[config.mk]
export PLATFORM = sky130hd
export DESIGN_NAME = fma_round_pipe
export DESIGN_NICKNAME = d
export VERILOG_FILES = /design/src/rtl/fma_round_pkg.sv /design/src/rtl/fma_round_core.sv /design/src/rtl/fma_round_pipe.sv
export SDC_FILE = /design/constraint.sdc
export NUM_CORES = 1
export LEC_CHECK = 0
export ABC_AREA = 1
export ABC_CLOCK_PERIOD_IN_PS = 4400
export CAP_MARGIN = 30
export CELL_PAD_IN_SITES_DETAIL_PLACEMENT = 2
export CELL_PAD_IN_SITES_GLOBAL_PLACEMENT = 2
export CORE_MARGIN = 2
export CORE_UTILIZATION = 30
export CTS_CLUSTER_SIZE = 24
export DETAILED_ROUTE_END_ITERATION = 8
export PLACE_DENSITY_LB_ADDON = 0.1
export SYNTH_ARGS = -nofsm -noshare
export SYNTH_HDL_FRONTEND = slang
export SYNTH_SLANG_ARGS = --single-unit
[constraint.sdc]
create_clock -name clk -period 4.4 [get_ports clk]
set_input_delay 0.88 -clock clk [delete_from_list [all_inputs] [get_ports clk]]
set_output_delay 0.88 -clock clk [all_outputs]
set_load 0.02 [all_outputs]
[src/rtl/fma_round_pkg.sv]
// Shared types, flag bit positions and format constants for the FMA rounding stage.
package fma_round_pkg;

    typedef enum logic [1:0] {
        RM_RZ  = 2'b00,
        RM_RNE = 2'b01,
        RM_RDN = 2'b10,
        RM_RUP = 2'b11
    } round_mode_e;

    localparam int FLAG_W         = 5;
    localparam int FLAG_INVALID   = 4;
    localparam int FLAG_DIVZERO   = 3;
    localparam int FLAG_OVERFLOW  = 2;
    localparam int FLAG_UNDERFLOW = 1;
    localparam int FLAG_INEXACT   = 0;

    // Magnitudes below exclude the sign bit; callers slice the low ne+nf bits.
    function automatic logic [63:0] fp_max_norm(input int ne, input int nf);
        logic [63:0] e_max;
        e_max = (64'd1 << ne) - 64'd2;
        return (e_max << nf) | ((64'd1 << nf) - 64'd1);
    endfunction

    function automatic logic [63:0] fp_inf(input int ne, input int nf);
        return ((64'd1 << ne) - 64'd1) << nf;
    endfunction

    function automatic logic [63:0] fp_qnan(input int ne, input int nf);
        return fp_inf(ne, nf) | (64'd1 << (nf - 1));
    endfunction

endpackage

[src/rtl/fma_round_core.sv]
// Combinational rounding: increment decision, mantissa carry, overflow saturation and specials.
module fma_round_core
    import fma_round_pkg::*;
#(
    parameter int NE = 5,
    parameter int NF = 10
) (
    input  logic              rnd_sign,
    input  logic [NE:0]       rnd_exp,
    input  logic [NF+2:0]     rnd_mant,
    input  logic              rnd_sticky,
    input  logic              rnd_nan,
    input  logic              rnd_inf,
    input  logic              rnd_invalid,
    input  round_mode_e       rnd_rm,
    output logic [NE+NF:0]    rnd_result,
    output logic [FLAG_W-1:0] rnd_flags
);

    localparam logic [63:0]      MAX_NORM_W = fp_max_norm(NE, NF);
    localparam logic [63:0]      INF_W      = fp_inf(NE, NF);
    localparam logic [63:0]      QNAN_W     = fp_qnan(NE, NF);
    localparam logic [NE+NF-1:0] MAX_NORM   = MAX_NORM_W[NE+NF-1:0];
    localparam logic [NE+NF-1:0] INF_MAG    = INF_W[NE+NF-1:0];
    localparam logic [NE+NF-1:0] QNAN_MAG   = QNAN_W[NE+NF-1:0];
    localparam int               EXP_TOP    = (1 << NE) - 1;
    localparam logic [NE+1:0]    EXP_OVF    = EXP_TOP[NE+1:0];

    logic          lsb;
    logic          guard_bit;
    logic          sticky_all;
    logic          inexact_raw;
    logic          inc;
    logic          promote;
    logic          overflow;
    logic          sat_inf;
    logic [NF+1:0] sig_sum;
    logic [NE+1:0] exp_rnd;

    // Round the significand, fold carries into the exponent, then override for overflow and specials.
    always_comb begin
        lsb         = rnd_mant[2];
        guard_bit   = rnd_mant[1];
        sticky_all  = rnd_mant[0] | rnd_sticky;
        inexact_raw = guard_bit | sticky_all;

        inc = 1'b0;
        case (rnd_rm)
            RM_RZ:   inc = 1'b0;
            RM_RNE:  inc = guard_bit & (lsb | sticky_all);
            RM_RDN:  inc = rnd_sign & inexact_raw;
            RM_RUP:  inc = ~rnd_sign & inexact_raw;
            default: inc = 1'b0;
        endcase

        // Top bit is a carry out of the hidden bit (normal case); bit NF is the hidden bit
        // itself, which a subnormal reaches only by rounding up into the normal range.
        sig_sum = {1'b0, rnd_mant[NF+2:2]} + {{(NF+1){1'b0}}, inc};
        promote = (rnd_exp == '0) & sig_sum[NF];
        exp_rnd = {1'b0, rnd_exp} + {{(NE+1){1'b0}}, sig_sum[NF+1]}
                                  + {{(NE+1){1'b0}}, promote};
        overflow = (exp_rnd >= EXP_OVF);

        rnd_result                 = {rnd_sign, exp_rnd[NE-1:0], sig_sum[NF-1:0]};
        rnd_flags                  = '0;
        rnd_flags[FLAG_INVALID]    = rnd_invalid;
        rnd_flags[FLAG_INEXACT]    = inexact_raw;
        rnd_flags[FLAG_UNDERFLOW]  = inexact_raw & (exp_rnd == '0);

        sat_inf = 1'b0;
        if (overflow) begin
            case (rnd_rm)
                RM_RNE:  sat_inf = 1'b1;
                RM_RZ:   sat_inf = 1'b0;
                RM_RUP:  sat_inf = ~rnd_sign;
                RM_RDN:  sat_inf = rnd_sign;
                default: sat_inf = 1'b1;
            endcase
            rnd_result                = {rnd_sign, sat_inf ? INF_MAG : MAX_NORM};
            rnd_flags[FLAG_OVERFLOW]  = 1'b1;
            rnd_flags[FLAG_INEXACT]   = 1'b1;
            rnd_flags[FLAG_UNDERFLOW] = 1'b0;
        end

        // NaN beats infinity; neither carries rounding flags.
        if (rnd_nan) begin
            rnd_result              = {1'b0, QNAN_MAG};
            rnd_flags               = '0;
            rnd_flags[FLAG_INVALID] = rnd_invalid;
        end else if (rnd_inf) begin
            rnd_result              = {rnd_sign, INF_MAG};
            rnd_flags               = '0;
            rnd_flags[FLAG_INVALID] = rnd_invalid;
        end
    end

endmodule

[src/rtl/fma_round_pipe.sv]
// Two-stage valid/ready rounding pipeline: s1 holds the unrounded operand, s2 the rounded result.
module fma_round_pipe
    import fma_round_pkg::*;
#(
    parameter int NE   = 5,
    parameter int NF   = 10,
    parameter int TAGW = 4
) (
    input  logic              clk,
    input  logic              reset_n,
    input  logic              in_valid,
    output logic              in_ready,
    input  logic              in_sign,
    input  logic [NE:0]       in_exp,
    input  logic [NF+2:0]     in_mant,
    input  logic              in_sticky,
    input  logic              in_nan,
    input  logic              in_inf,
    input  logic              in_invalid,
    input  logic [1:0]        in_rm,
    input  logic [TAGW-1:0]   in_tag,
    output logic              out_valid,
    input  logic              out_ready,
    output logic [NE+NF:0]    out_result,
    output logic [FLAG_W-1:0] out_flags,
    output logic [TAGW-1:0]   out_tag
);

    logic              s1_valid_q,   s1_valid_d;
    logic              s1_sign_q,    s1_sign_d;
    logic [NE:0]       s1_exp_q,     s1_exp_d;
    logic [NF+2:0]     s1_mant_q,    s1_mant_d;
    logic              s1_sticky_q,  s1_sticky_d;
    logic              s1_nan_q,     s1_nan_d;
    logic              s1_inf_q,     s1_inf_d;
    logic              s1_invalid_q, s1_invalid_d;
    round_mode_e       s1_rm_q,      s1_rm_d;
    logic [TAGW-1:0]   s1_tag_q,     s1_tag_d;

    logic              s2_valid_q,   s2_valid_d;
    logic [NE+NF:0]    s2_result_q,  s2_result_d;
    logic [FLAG_W-1:0] s2_flags_q,   s2_flags_d;
    logic [TAGW-1:0]   s2_tag_q,     s2_tag_d;

    logic              s1_ready;
    logic              s2_ready;
    logic [NE+NF:0]    core_result;
    logic [FLAG_W-1:0] core_flags;

    fma_round_core #(
        .NE (NE),
        .NF (NF)
    ) u_core (
        .rnd_sign    (s1_sign_q),
        .rnd_exp     (s1_exp_q),
        .rnd_mant    (s1_mant_q),
        .rnd_sticky  (s1_sticky_q),
        .rnd_nan     (s1_nan_q),
        .rnd_inf     (s1_inf_q),
        .rnd_invalid (s1_invalid_q),
        .rnd_rm      (s1_rm_q),
        .rnd_result  (core_result),
        .rnd_flags   (core_flags)
    );

    // Handshake and next-state: a stage loads when it is empty or its content moves on.
    // Payload registers only change on a real load, so s2 outputs hold steady under stall.
    always_comb begin
        s2_ready = ~s2_valid_q | out_ready;
        s1_ready = ~s1_valid_q | s2_ready;

        s1_valid_d   = s1_valid_q;
        s1_sign_d    = s1_sign_q;
        s1_exp_d     = s1_exp_q;
        s1_mant_d    = s1_mant_q;
        s1_sticky_d  = s1_sticky_q;
        s1_nan_d     = s1_nan_q;
        s1_inf_d     = s1_inf_q;
        s1_invalid_d = s1_invalid_q;
        s1_rm_d      = s1_rm_q;
        s1_tag_d     = s1_tag_q;
        s2_valid_d   = s2_valid_q;
        s2_result_d  = s2_result_q;
        s2_flags_d   = s2_flags_q;
        s2_tag_d     = s2_tag_q;

        if (s1_ready) begin
            s1_valid_d = in_valid;
            if (in_valid) begin
                s1_sign_d    = in_sign;
                s1_exp_d     = in_exp;
                s1_mant_d    = in_mant;
                s1_sticky_d  = in_sticky;
                s1_nan_d     = in_nan;
                s1_inf_d     = in_inf;
                s1_invalid_d = in_invalid;
                s1_rm_d      = round_mode_e'(in_rm);
                s1_tag_d     = in_tag;
            end
        end

        if (s2_ready) begin
            s2_valid_d = s1_valid_q;
            if (s1_valid_q) begin
                s2_result_d = core_result;
                s2_flags_d  = core_flags;
                s2_tag_d    = s1_tag_q;
            end
        end
    end

    // Pipeline registers; reset empties both stages and clears the visible outputs.
    always_ff @(posedge clk or negedge reset_n) begin
        if (!reset_n) begin
            s1_valid_q   <= 1'b0;
            s1_sign_q    <= 1'b0;
            s1_exp_q     <= '0;
            s1_mant_q    <= '0;
            s1_sticky_q  <= 1'b0;
            s1_nan_q     <= 1'b0;
            s1_inf_q     <= 1'b0;
            s1_invalid_q <= 1'b0;
            s1_rm_q      <= RM_RZ;
            s1_tag_q     <= '0;
            s2_valid_q   <= 1'b0;
            s2_result_q  <= '0;
            s2_flags_q   <= '0;
            s2_tag_q     <= '0;
        end else begin
            s1_valid_q   <= s1_valid_d;
            s1_sign_q    <= s1_sign_d;
            s1_exp_q     <= s1_exp_d;
            s1_mant_q    <= s1_mant_d;
            s1_sticky_q  <= s1_sticky_d;
            s1_nan_q     <= s1_nan_d;
            s1_inf_q     <= s1_inf_d;
            s1_invalid_q <= s1_invalid_d;
            s1_rm_q      <= s1_rm_d;
            s1_tag_q     <= s1_tag_d;
            s2_valid_q   <= s2_valid_d;
            s2_result_q  <= s2_result_d;
            s2_flags_q   <= s2_flags_d;
            s2_tag_q     <= s2_tag_d;
        end
    end

    assign in_ready   = s1_ready;
    assign out_valid  = s2_valid_q;
    assign out_result = s2_result_q;
    assign out_flags  = s2_flags_q;
    assign out_tag    = s2_tag_q;

endmodule

==> impl_metrics.json, run 1 <==
{
  "root_buffer": "clkbuf_8",
  "ir_worst_vdd_v": 0.000129,
  "drc": 0,
  "dr_total_vias": 2168,
  "power.leakage_nw": 1.57,
  "cts.sinks": 56,
  "dpl.hpwl_mm": 5.31,
  "via_per_inst": 4.71,
  "num_rows": 34,
  "synth_area_um2": 2680,
  "ys_warn_count": 0,
  "postPlaceCellArea_um2": 3360,
  "fp.dieW_um": 98.5,
  "cap_violations": 0,
  "cts.clk_slew.worst_paths_ps": 100,
  "overflow": 0,
  "insertion_delay_ps": 310,
  "max_freq_mhz": 258,
  "powerDensity_nw_per_um2": 414,
  "status": "finished clean",
  "cts_tree": "yes",
  "synth_cells": 291,
  "crit_path_start_kind": "flip-flop",
  "synth_fa_ha_area_share_pct": 2.15,
  "place_inst": 452,
  "cts_buffers": 5,
  "setup_tns_ps": 0,
  "ant_nets": 0,
  "period_share_pct": 88.2,
  "synth_area_leader_cell": "dfrtp_1",
  "synth_top_family_by_area": "simple AND/OR/NAND/NOR gates",
  "n_antenna_cell": 0,
  "setup-violations-final": 0,
  "first_iter_violations": 40,
  "wl_met3_um": 232,
  "grt_max_degree": 46,
  "synth_nets": 329,
  "ys_ff_latch": 56,
  "synth_xor_area_share_pct": 0.327,
  "drt-met1-wl_mm": 3.09,
  "syn2layout_area_growth_pct": 30.1,
  "core_um2": 8680,
  "slew_viol_final": 0,
  "whs_path_depth": 2,
  "clock_path_buffers": 2,
  "cts_hold_buf": 0,
  "reg2reg_to": "out_result[4]",
  "skew_ps": 6.22,
  "layout_commonest_cell": "clkdlybuf4s50_1",
  "initial_core_util_pct": 30.9,
  "final_util_pct": 40.2,
  "ys_seq_area_share_pct": 52.3,
  "crit_top_cell": "nand2_1",
  "r2r-start": "s1_rm_q[1]",
  "first_pass_iters": 4,
  "worstSetupEndpoint": "out_result[4]",
  "arrival_ps": 4080,
  "finalWirelength_mm": 6.99,
  "slowest_delay_ps": 400,
  "grt_pass1_wl_mm": 11.9,
  "hold_class": "reg2reg",
  "netlist.area_leader.share_pct": 52.3,
  "synthMuxAreaShare_pct": 6.72,
  "worstPathCellList": "nand2_1, xnor2_2, a21boi_1, ha_1, ha_1, nand2_1, nor2_1, nand2_1, inv_1, nand4_1, nor2_1, o21ai_0, fa_1, inv_1, ha_1, nand3_2, nand2_1, nand2_1, nor2_2, nand2_2, nand2_8, nand2_4, nand2_4, o21ai_1",
  "rr_worst_depth": 24,
  "drive_above_1_share_pct": 15.3,
  "synth_compound_area_share_pct": 11.2,
  "rsz0062_at_grt": "false",
  "routed-wl-met2_mm": 3.59,
  "die_area_um2": 9710,
  "final_area_um2": 3490,
  "portBuffers": 59,
  "crit_path_max_fanout": 14,
  "ys_types": 35,
  "period_needed_ps": 3880,
  "p_total_w": 0.00144,
  "end_kind": "flip-flop",
  "worst_pin_slew_ps": 946,
  "r2r_slack_ps": 520,
  "maxSlewHeadroom_pct": 36.7,
  "nets": 389,
  "syn_avg_cell_area_um2": 9.21,
  "synth-simple-area-share_pct": 19.7,
  "topRoutingLayerUsed": "met4",
  "antenna_found_initial": 0,
  "grt_pass1_vias": 2392,
  "synth_area_leaders": "dfrtp_1 (52%), nand2_1 (8.0%), mux2_2 (6.7%)",
  "wl_per_cell_um": 15.2,
  "cp_slowest_cell": "fa_1",
  "crit_type": "reg2reg",
  "h-tree-depth": 2,
  "fin_cells": 460,
  "place.gp.congestion": 0.818,
  "layout_common_cells": "clkdlybuf4s50_1 (58), nand2_1 (57), dfrtp_1 (56), inv_1 (33), nor2_1 (28)",
  "io_pins": 61,
  "required_ps": 4600,
  "crit_start": "s1_rm_q[1]",
  "finalHoldViolations": 0,
  "die_y_um": 98.5,
  "grt_usage_pct": 15.2
}
==> where the power goes <==
| part | total (W) | internal [W] | switching (W) |
|---|---|---|---|
| registers | 0.000667 | 0.000602 | 0.0000657 |
| clock network | 0.000336 | 0.000169 | 0.000167 |
| logic | 0.000440 | 0.000200 | 0.000240 |
| total | 0.00144 | 0.000971 | 0.000472 |
==> cell families after synthesis <==
| logic type | Yosys count |
|---|---|
| simple gates | 117 |
| fa+ha+maj | 4 |
| flops | 56 |
| compound gates | 50 |
| buf+inv | 46 |
| other cells | 1 |
| mux | 16 |
| xor+xnor | 1 |
==> cell usage after synthesis, drive strengths merged <==
library cell and n:
or2 2, clkbuf 1, a21oi 25, inv 36, clkinv 1, nor2 31, ha 3, dfrtp 56
or3 1, a21boi 1, o21bai 2, a22oi 1, nand4 7, o31ai 1, o21ai 19, xnor2 1
a22o 1, nand2 64, mux2 16, nand3 12, conb 1, fa 1, buf 8
==> worst min-delay path by stage <==
stage / from / end / slack (ps)
finish: out_tag[0] / out_tag[0] / 490
global route: s1_tag_q[1] / out_tag[1] / 530
CTS: out_tag[0] / out_tag[0] / 490
detailed placement: out_tag[0] / out_tag[0] / 470
global placement: s1_tag_q[0] / out_tag[0] / 450
floorplan: s1_tag_q[0] / out_tag[0] / 440
==> through the flow <==
step           setup WS [ps]  hold WS [ps]
3_3_place_gp             505           452
6_report                 518           486
4_1_cts                  272           492
5_1_grt                 11.4           526
2_1_floorplan           1000           444
3_5_place_dp             308           466
==> state kept, by name, summed over array words and instances, names as in the netlist <==
signal and count:
s1_valid_q 1, out_tag 4, s1_exp_q 6, s1_sticky_q 1, s1_mant_q 13, s1_nan_q 1, s1_sign_q 1, s1_tag_q 4
s1_invalid_q 1, s1_inf_q 1, out_flags 4, s1_rm_q 2, out_valid 1, out_result 16
==> timing repair <==
item,4_1_cts,5_1_grt
setup buffers,0,0
gates resized for setup,0,3
setup endpoints to repair,0,18
==> worst max-delay path, delay by kind of cell, from the launching register on <==
kind,cells,cell delay (ps)
DFF,1,390
xor gates and xnor gates,1,220
buffers and inverters,2,200
and+or+nand+nor,14,1520
adders and majority gates,4,1020
AOI/OAI and AO/OA,3,430
==> area by class of cell <==
type	instances	area, µm²
Tap cell	108	135
Multi-Input combinational cell	189	1100
Inverter	37	139
Clock inverter	2	35.0
Sequential cell	56	1400
Timing Repair Buffer	62	608
Clock buffer	6	72.6
Fill cell	958	5190
==> per-layer routing <==
metal,vias up,track usage (%)
met5,-,0
met4,0,3.48
met3,5,2.62
met2,39,26.7
met1,1073,19.7
li1,1051,-
(Power assumes the default switching activity.)
==> run 2: changes to the inputs <==
Settings changed: ABC_CLOCK_PERIOD_IN_PS 4400 to 4100.
Clock period 4.4 ns to 4.1 ns, I/O delays scaled along.
==> run 2 against run 1 <==
Net effect: power grew 5.4%; wire length grew 1.2%; global-route usage grew 0.49 points; clock skew is essentially flat; core utilization grew 0.52 points; critical path type unchanged.
==> impl_metrics.json, run 2 (synthesis gave the netlist of run 1 again) <==
{
  "largest_register_ffs": 16,
  "postPlaceCellArea_um2": 3370,
  "crit_type": "reg2reg",
  "grt-busiest-layer": "met2",
  "crit_path_start_kind": "flip-flop",
  "use_met2_pct": 27.1,
  "h-tree-depth": 2,
  "antenna_found_initial": 0,
  "setup-violations-final": 0,
  "die_y_um": 98.5,
  "place_ws_ps": 37.0,
  "slowest_delay_ps": 420,
  "clock_path_buffers": 2,
  "rsz0062_at_grt": "false",
  "place.gp.congestion": 0.807,
  "cp_slowest_cell": "fa_1",
  "cap_violations": 0,
  "hold_end": "out_tag[1]",
  "cts_hold_buf": 0,
  "fp.dieW_um": 98.5,
  "rr_worst_depth": 25,
  "whs_path_depth": 2,
  "core_um2": 8680,
  "end_kind": "flip-flop",
  "grt_pass1_wl_mm": 12.3,
  "skew_ps": 5.98,
  "finalHoldViolations": 0,
  "final_util_pct": 40.7,
  "r2r-start": "s1_sign_q",
  "drc": 0,
  "path_delay_family": "simple AND/OR/NAND/NOR gates",
  "arrival_ps": 3870,
  "period_share_pct": 89.3,
  "slew_viol_final": 0,
  "use_met1_pct": 20.7,
  "syn2layout_area_growth_pct": 31.8,
  "powerDensity_nw_per_um2": 431,
  "max_freq_mhz": 273,
  "ant_nets": 0,
  "n_antenna_cell": 0,
  "drive_above_1_share_pct": 18.5,
  "min_from": "s1_tag_q[1]",
  "hold_class": "reg2reg",
  "cts.clk_slew.worst_paths_ps": 110,
  "grt_usage_pct": 15.7,
  "met3_usage_pct": 2.62,
  "num_rows": 34,
  "first_pass_iters": 4,
  "layout_commonest_cell": "clkdlybuf4s50_1",
  "cts_tree": "yes",
  "status": "finished clean",
  "reg2reg_to": "out_result[10]",
  "finalWirelength_mm": 7.07,
  "cts.sinks": 56,
  "crit_start": "s1_sign_q",
  "grt_pass1_vias": 2420,
  "cp_num_buf_inv": 4,
  "cts_buffers": 5,
  "via_per_inst": 4.73,
  "wl_per_cell_um": 15.2,
  "dpl.hpwl_mm": 5.30,
  "root_buffer": "clkbuf_8",
  "crit_path_max_fanout": 10,
  "nets": 393,
  "grt_max_degree": 46,
  "overflow": 0,
  "setup_ws_ps": 439,
  "die_area_um2": 9710,
  "r2r_slack_ps": 440,
  "period_needed_ps": 3660,
  "dr_total_vias": 2196,
  "worst_pin_slew_ps": 916,
  "required_ps": 4300,
  "layout_common_cells": "clkdlybuf4s50_1 (58), nand2_1 (57), dfrtp_1 (56), inv_1 (32), nor2_1 (25)",
  "portBuffers": 59,
  "setup_tns_ps": 0,
  "insertion_delay_ps": 310,
  "maxSlewHeadroom_pct": 38.7,
  "final_area_um2": 3530,
  "io_pins": 61,
  "power.leakage_nw": 1.58,
  "initial_core_util_pct": 30.9,
  "first_iter_violations": 39,
  "ir_worst_vdd_v": 0.000138
}
==> run 2: layer usage <==
metal,part of all wire [%],vias to the layer above
met3,3.2,4
met5,0,-
li1,-,1059
met4,0.89,0
met1,46,1096
met2,50,37
==> run 2: metrics by stage <==
stage               hold slack [ps]  cells  power (W)
finish                          484    464    0.00152
global route                    510    464    0.00163
CTS                             493    461    0.00154
detailed placement              466    453    0.00121
global placement                451    453    0.00120
floorplan                       444    291   0.000991
==> run 2: worst max path at each step <==
stage | end | depth (start not counted) | slack (ps)
4_1_cts | out_result[7] | 24 | 50
3_5_place_dp | out_result[7] | 24 | 40
2_1_floorplan | out_result[2] | 24 | 700
3_3_place_gp | out_result[1] | 23 | 340
6_report | out_result[10] | 25 | 440
5_1_grt | out_result[7] | 25 | 10
==> run 2: worst reg2reg max path: stages, from the launching register on <==
cell	delay [ps]
dfrtp_1	380
nand2_1	90
xnor2_2	170
a21boi_2	200
ha_2	200
ha_1	170
nand2_1	120
nor2_2	120
nand2_1	60
inv_1	80
nand4_1	130
nor2_2	140
o21ai_1	100
fa_1	420
inv_2	90
ha_2	270
inv_1	90
nor2_1	60
nand3_2	60
nor2_2	50
nand2_2	110
nand2_8	90
nand2_4	80
nand2_4	90
o21bai_2	130
inv_1	50
==> run 2: area by class of cell <==
class / count / area (µm²)
Fill cell: 965 / 5150
Clock buffer: 6 / 72.6
Clock inverter: 2 / 16.3
Multi-Input combinational cell: 189 / 1120
Inverter: 37 / 139
Tap cell: 108 / 135
Timing Repair Buffer: 66 / 651
Sequential cell: 56 / 1400
==> run 2: report_power, final <==
group / total, W / switching [W] / internal, W
Sequential: 0.000717 / 0.0000715 / 0.000646
Clock: 0.000310 / 0.000188 / 0.000122
Combinational: 0.000494 / 0.000264 / 0.000231
Total: 0.00152 / 0.000523 / 0.000999
==> run 2: timing repair <==
item,4_1_cts,5_1_grt
gates resized for setup,2,10
endpoints found under the setup margin,13,18
pin swaps,0,1
setup buffers,0,3
==> run 3: changes to the inputs <==
Settings changed: GPL_TIMING_DRIVEN set to 0.
==> run 3 against run 2 <==
Net effect: core utilization is 0.35 points higher; first-iteration DRC count rose by 69%; sequential power barely moved; combinational power is 2% higher; sequential share of layout area down 0.33 points; cell area up 0.85%; non-clock buffer count up 6; critical path type unchanged; largest power group unchanged; highest routed layer unchanged.
==> impl_metrics.json, run 3 (synthesis gave the netlist of run 1 again) <==
{
  "status": "finished clean",
  "p_int_w": 0.00100,
  "period_needed_ps": 3710,
  "p_total_w": 0.00153,
  "h-tree-depth": 2,
  "syn2layout_area_growth_pct": 32.9,
  "max_freq_mhz": 269,
  "finalHoldViolations": 0,
  "overflow": 0,
  "place.gp.congestion": 0.745,
  "comb_power_share_pct": 32.8,
  "end_kind": "flip-flop",
  "setup-violations-final": 0,
  "cts_buffers": 5,
  "first_pass_iters": 4,
  "powerDensity_nw_per_um2": 430,
  "dpl.hpwl_mm": 5.72,
  "place_ws_ps": -115,
  "cap_violations": 0,
  "ff_latch_area_um2": 1400,
  "cts_tree": "yes",
  "portBuffers": 59,
  "first_iter_violations": 66,
  "slew_viol_final": 0,
  "layout_commonest_cell": "clkdlybuf4s50_1",
  "rsz0062_at_grt": "false",
  "swShare_pct": 34.6,
  "power.leakage_nw": 1.59,
  "cts.clk_slew.worst_paths_ps": 110,
  "multi_input_area_um2": 1110,
  "crit_type": "reg2reg",
  "num_rows": 34,
  "dr_total_vias": 2217,
  "ir_worst_vdd_v": 0.000190,
  "fp.dieW_um": 98.5,
  "path_delay_family": "simple AND/OR/NAND/NOR gates",
  "die_y_um": 98.5,
  "n_antenna_cell": 0,
  "finalWirelength_mm": 7.35,
  "root_buffer": "clkbuf_8",
  "cp_num_buf_inv": 4,
  "initial_core_util_pct": 30.9,
  "slowest_delay_ps": 430,
  "grt_usage_pct": 16.3,
  "p_clk_share_pct": 20.5,
  "p_sw_w": 0.000530,
  "worst_pin_slew_ps": 548,
  "clock_path_buffers": 2,
  "layout_common_cells": "clkdlybuf4s50_1 (58), nand2_1 (57), dfrtp_1 (56), inv_1 (32), nor2_1 (26)",
  "insertion_delay_ps": 310,
  "setup_ws_ps": 387,
  "die_area_um2": 9710,
  "maxSlewHeadroom_pct": 63.5,
  "required_ps": 4310,
  "nets": 399,
  "hold_class": "in2async",
  "grt_pass1_vias": 2480,
  "largest_register_ffs": 16,
  "arrival_ps": 3920,
  "io_pins": 61,
  "ant_nets": 0,
  "cts_hold_buf": 0,
  "crit_path_max_fanout": 10,
  "via_per_inst": 4.72,
  "cts.sinks": 56,
  "core_um2": 8680,
  "drive_above_1_share_pct": 18.8,
  "crit_path_start_kind": "flip-flop",
  "skew_ps": 6.56,
  "final_util_pct": 41.0,
  "antenna_found_initial": 0,
  "drc": 0,
  "grt_pass1_wl_mm": 12.6,
  "cp_slowest_cell": "fa_1",
  "period_share_pct": 90.6,
  "power_frac_seq_pct": 46.7,
  "grt_max_degree": 36,
  "fill_cells": 974,
  "wl_per_cell_um": 15.6
}
==> run 3: power by group through the flow <==
| stage | combinational [W] | clock [W] | sequential [W] |
|---|---|---|---|
| CTS | 0.000505 | 0.000329 | 0.000717 |
| detailed placement | 0.000495 | 0 | 0.000727 |
| global placement | 0.000480 | 0 | 0.000723 |
| finish | 0.000502 | 0.000314 | 0.000714 |
| global route | 0.000557 | 0.000348 | 0.000733 |
| floorplan | 0.000221 | 0 | 0.000769 |
==> run 3: worst paths after layout <==
path | startpoint | end | slack [ps] | cells after the start
setup / recovery | s1_rm_q[1] | out_result[10] | 390 | 25
hold / removal | reset_n | out_result[11] | 480 | 1
setup reg to reg | s1_rm_q[1] | out_result[10] | 390 | 25
hold reg to reg | s1_tag_q[0] | out_tag[0] | 490 | 2
max in group asynchronous | reset_n | out_flags[4] | 3050 | 2
min in group clk | s1_tag_q[0] | out_tag[0] | 490 | 2
==> run 3: final cells by class <==
cell class | count | share of cell area, %
flip-flops and latches | 56 | 39.3
clock buffers | 6 | 2.04
well taps | 108 | 3.79
plain buffers | 9 | 1.69
clock inverters | 2 | 0.457
repair buffers | 63 | 17.6
multi-input cells | 189 | 31.2
inverters | 37 | 3.90
==> run 3: timing repair <==
| action | in CTS | in global routing |
|---|---|---|
| pin swaps | 1 | 2 |
| gates resized for setup | 1 | 8 |
| buffers inserted | 1 | 2 |
| endpoints found under the setup margin | 18 | 18 |
| cloned | 0 | 0 |
==> run 3: metal layers <==
layer  share of wire [%]  vias up  GRT usage [%]
met5                   0        -              0
met2                  51       39           29.4
met4                0.65        0           2.85
met3                 3.8        4           2.70
li1                    -     1072              -
met1                  44     1102           20.9
==> run 3: per-stage QoR <==
| step | instance area [µm²] | instances | setup TNS, ps | hold slack (ps) |
|---|---|---|---|---|
| final | 3560 | 470 | 0 | 476 |
| after floorplan | 2680 | 291 | 0 | 444 |
| after global routing | 3560 | 470 | 0 | 510 |
| after detailed placement | 3420 | 459 | -1070 | 467 |
| after CTS | 3520 | 468 | 0 | 491 |
| after global placement | 3410 | 458 | -282 | 451 |
